**src/rtl/sprite_rle_loader.sv**
```systemverilog
`default_nettype none
// ============================================================================
// Module : sprite_rle_loader
// Desc   : Expands a run-length-encoded sprite byte stream into one
//          palette-index RAM write per clock.
// Rev    : 1.0  initial release
// ============================================================================
module sprite_rle_loader #(
  parameter int unsigned ADDR_W       = 16,
  parameter int unsigned PIX_W        = 5,
  parameter int unsigned PALETTE_SIZE = 23,
  parameter int unsigned BASE_ADDR    = 0,
  parameter logic [7:0]  SYNC_BYTE    = 8'hA5
) (
  input  logic              Clk,
  input  logic              Reset,
  input  logic [7:0]        in_data,
  input  logic              in_valid,
  output logic              in_ready,
  output logic [ADDR_W-1:0] write_address,
  output logic [PIX_W-1:0]  wr_data,
  output logic              we,
  output logic              busy,
  output logic              done,
  output logic              error
);

  localparam logic [ADDR_W-1:0] c_BASE = ADDR_W'(BASE_ADDR);

  typedef enum logic [2:0] {
    S_IDLE   = 3'd0,
    S_WIDTH  = 3'd1,
    S_HEIGHT = 3'd2,
    S_COUNT  = 3'd3,
    S_INDEX  = 3'd4,
    S_WRITE  = 3'd5,
    S_DONE   = 3'd6,
    S_ERROR  = 3'd7
  } state_t;

  state_t           r_state;
  logic [7:0]       r_width;
  logic [15:0]      r_total;
  logic [15:0]      r_pix;
  logic [7:0]       r_run;
  logic [PIX_W-1:0] r_idx;

  logic        w_accept;
  logic        w_is_sync;
  logic [15:0] w_pix_next;

  assign w_accept   = in_valid && in_ready;
  assign w_is_sync  = (in_data == SYNC_BYTE);
  assign w_pix_next = r_pix + 16'd1;

  always_ff @(posedge Clk or posedge Reset) begin
    if (Reset) begin
      r_state <= S_IDLE;
      r_width <= '0;
      r_total <= '0;
      r_pix   <= '0;
      r_run   <= '0;
      r_idx   <= '0;
    end else begin
      case (r_state)
        S_IDLE: begin
          if (w_accept && w_is_sync) r_state <= S_WIDTH;
        end
        S_WIDTH: begin
          if (w_accept) begin
            if (in_data == 8'd0) begin
              r_state <= S_ERROR;
            end else begin
              r_width <= in_data;
              r_state <= S_HEIGHT;
            end
          end
        end
        S_HEIGHT: begin
          if (w_accept) begin
            if (in_data == 8'd0) begin
              r_state <= S_ERROR;
            end else begin
              // Height is only ever needed through the pixel total.
              r_total <= 16'(r_width) * 16'(in_data);
              r_pix   <= '0;
              r_state <= S_COUNT;
            end
          end
        end
        S_COUNT: begin
          if (w_accept) begin
            if (in_data == 8'd0) begin
              r_state <= S_ERROR;
            end else begin
              r_run   <= in_data;
              r_state <= S_INDEX;
            end
          end
        end
        S_INDEX: begin
          if (w_accept) begin
            if (32'(in_data) >= PALETTE_SIZE) begin
              r_state <= S_ERROR;
            end else begin
              r_idx   <= PIX_W'(in_data);
              r_state <= S_WRITE;
            end
          end
        end
        S_WRITE: begin
          r_pix <= w_pix_next;
          r_run <= r_run - 8'd1;
          // Overrun beats a normal run end: the frame is full but the run is not.
          if ((w_pix_next == r_total) && (r_run > 8'd1)) begin
            r_state <= S_ERROR;
          end else if (r_run == 8'd1) begin
            r_state <= (w_pix_next == r_total) ? S_DONE : S_COUNT;
          end
        end
        S_DONE: begin
          r_state <= S_IDLE;
        end
        S_ERROR: begin
          if (w_accept && w_is_sync) r_state <= S_WIDTH;
        end
        default: begin
          r_state <= S_IDLE;
        end
      endcase
    end
  end

  assign we            = (r_state == S_WRITE);
  assign wr_data       = r_idx;
  assign write_address = c_BASE + ADDR_W'(r_pix);
  assign done          = (r_state == S_DONE);
  assign error         = (r_state == S_ERROR);
  assign busy          = (r_state != S_IDLE) && (r_state != S_ERROR);
  assign in_ready      = (r_state != S_WRITE) && (r_state != S_DONE);

endmodule
`default_nettype wire

```
**config.mk**
```make
export PLATFORM = sky130hd
export DESIGN_NAME = sprite_rle_loader
export DESIGN_NICKNAME = d
export VERILOG_FILES = /design/src/rtl/sprite_rle_loader.sv
export SDC_FILE = /design/constraint.sdc
export NUM_CORES = 1
export LEC_CHECK = 0
export CORE_UTILIZATION = 34
export DETAILED_ROUTE_END_ITERATION = 8
export GPL_TIMING_DRIVEN = 0
export PLACE_DENSITY = 0.58
export SLEW_MARGIN = 20
export SYNTH_ARGS = -nofsm -noshare
export SYNTH_HDL_FRONTEND = slang
export SYNTH_SLANG_ARGS = --single-unit
export TNS_END_PERCENT = 5
```
**constraint.sdc**
```tcl
create_clock -name Clk -period 6.1 [get_ports Clk]
set_input_delay 0.915 -clock Clk [delete_from_list [all_inputs] [get_ports Clk]]
set_output_delay 0.915 -clock Clk [all_outputs]
set_load 0.005 [all_outputs]
```
==> impl_results.md <==
* Status: finished, final reports clean
* Share of post-route cells with drive strength above 1 at 8.10%
* GPL Wtd Cong at 0.887
* Vias in the first global route at 4,272
* Startpoint Class: input pin
* CTS clk-pin slew, worst paths at 0.08 ns
* Clock Path Buffers at 2
* Yosys top cell area share at 26.3%
* Synth Register Bits at 56
* Setup TNS at 0 ns
* Predominant post-synthesis flop cell: dfrtp_1
* Final period util at 93.1%
* # rows at 45
* Post-synth EDFFs at 0
* Rel. slew slack at 34.0%
* Num CTS Buffers at 5
* Top-count cell post-synth: nand2_1
* Initial core utilization at 34.9%
* Core area at 0.0153 mm2
* Fin. Hold Viols at 0
* CP required at 6.31 ns
* Initial antenna violation count at 0
* Dpl cells at 833
* Antenna viol nets, final at 0
* Total Wirelength at 12,700 um
* Core Util, Final at 40.3%
* Cells after synthesis at 585
* WL/cell at 15.1 um
* Post-synth cell types at 65
* Pins over their slew limit at 0
* Clock Latency Late Sink at 0.30 ns
* Die span in x at 127 um
* YS warnings at 0
* DRC viols at 0
* CTS Hold Bufs at 0
* All-layer global routing usage at 16.6%
* FF-to-FF setup slack at 1.45 ns
* Crit path to: r_total[14]
* Fmax at 0.176 GHz
* Iter 0 DRT Violations at 235
* CTS resizes at 0
* Synth top cells by count: 67 x nand2_1, 56 x dfrtp_1, 56 x inv_1
* Vias per Instance at 5.10
* Sequential area share after synthesis at 26.3%
* Die Ht at 127 um
* Clock sink total at 56
* R2r worst-path depth at 14
* Clk_skew at 0.0105 ns
* Fillers at 1,539
* CP max FO at 10
* Port bufs at 36
* Finish-stage setup viols at 0
* Synthesized cell area at 0.00532 mm2
* Postcts setup bufs at 0
* DR vias at 4,292
* Ant diodes at 0
* Kind of critical path: input pin to flip-flop
* Clk root buf: clkbuf_16
* DP HPWL at 9730 um
* Die area at 0.0162 mm2
* Max_cap viols at 0
* Biggest area consumer among synthesized cells: dfrtp_1
* Global route total overflow at 0
* R2R Path End: r_total[14]
* RSZ-0062 raised after global routing: false
* First-pass GRT wire length at 21,400 um
* Top Ports at 37
* Critical Path AT at 5.88 ns
* Hold Crit Class: flip-flop to flip-flop
* Syn Area/Cell at 9.10 um2
* Synth area leaders: dfrtp_1 26%, fa_1 14%, ha_1 9.2%, and2_1 5.8%, nand2_1 4.7%
* Pre-antenna DRT Iters at 4
* Worst R2R Start: r_width[0]
* Worst-Margin Slew at 0.988 ns
* Nets at 715
* Largest net degree at the start of global routing at 57
* Post-synth ARST share at 100%
* Non-filler cells, final at 841
* Synthesis-to-layout area growth at 15.4%
* Max H-tree Level at 2
* Period minus WS final at 5.68 ns
* CP endpoint kind: flip-flop
* CTS tree: done
* Mapped Nets at 671
* Worst Setup SP: in_data[7]
==> worst min-delay path by stage <==
| stage | start | to | slack [ns] | cells after the start |
|---|---|---|---|---|
| 2_1_floorplan | r_total[0] | r_total[0] | 0.46 | 2 |
| 3_3_place_gp | r_total[2] | r_total[2] | 0.48 | 2 |
| 3_5_place_dp | r_total[2] | r_total[2] | 0.48 | 2 |
| 4_1_cts | r_total[2] | r_total[2] | 0.50 | 2 |
| 5_1_grt | wr_data[1] | wr_data[1] | 0.53 | 1 |
| 6_report | r_total[2] | r_total[2] | 0.50 | 2 |
==> worst max-delay path: stages <==
cell and delay (ns):
clkdlybuf4s50_1 0.50, clkbuf_1 0.41, nand2_1 0.16, fa_1 0.54, fa_1 0.56, inv_1 0.06, fa_1 0.53, inv_1 0.06
fa_1 0.53, inv_1 0.04, ha_1 0.23, a2111oi_0 0.57, nor3_1 0.17, nor3_1 0.28, nor3_1 0.09, o31ai_1 0.22
==> sequential cells by signal (all words and copies together), names as in the netlist <==
name and cells:
r_pix 16, r_total 16, r_run 8, r_width 8
wr_data 5, r_state 3
==> through the flow <==
step | worst slack [ns] | cell area (um2) | hold WS (ns)
floorplan | 1.22 | 5320 | 0.459
global placement | 0.166 | 5950 | 0.484
detailed placement | 0.0825 | 5980 | 0.484
CTS | 0.380 | 6140 | 0.503
global route | 0.0684 | 6140 | 0.529
finish | 0.421 | 6140 | 0.501
==> per-layer routing <==
layer  GRT usage (%)  vias to the layer above  part of all wire, %
li1                -                     2078                    -
met2            28.2                       77                   49
met3            1.84                       21                  2.9
met1            21.9                     2116                   46
met4            6.09                        0                  2.5
met5               0                        -                    0
==> cells by family after synthesis <==
kind of cell               synth area share [%]
and+or+nand+nor                            23.0
AOI/OAI and AO/OA                          12.6
buffers and inverters                      6.14
adders and majority gates                  22.7
DFF                                        26.3
xor gates and xnor gates                   6.07
muxes                                      3.15
==> cell usage in the layout, fill, tap and decap left out, types with 5 or more instances in the layout <==
cell type        netlist  final
nand3_1               16     16
ha_1                  39     39
o21ai_0               36     36
and2_1                49     49
clkdlybuf4s50_1        0     36
o31ai_1               10     10
xnor2_1               23     23
clkbuf_16              0      5
clkbuf_1              14     15
fa_1                  36     36
dfrtp_1               56     56
nand2_1               67     67
nor4_1                 5      5
a21oi_1               20     20
inv_1                 56     55
xor2_1                12     12
nor2_1                33     33
nor3_1                16     16
mux2_2                14     14
==> cell type report <==
cell class,count,area [um2],area share [%]
inverters,57,216,3.52
clock buffers,6,129,2.10
plain buffers,22,113,1.83
clock inverters,2,38.8,0.631
multi-input cells,450,3590,58.5
flip-flops and latches,56,1400,22.8
well taps,211,264,4.30
repair buffers,37,388,6.31
Power is not shown: default switching activity piles up to over one toggle a cycle in this logic, so the estimate is an artifact.
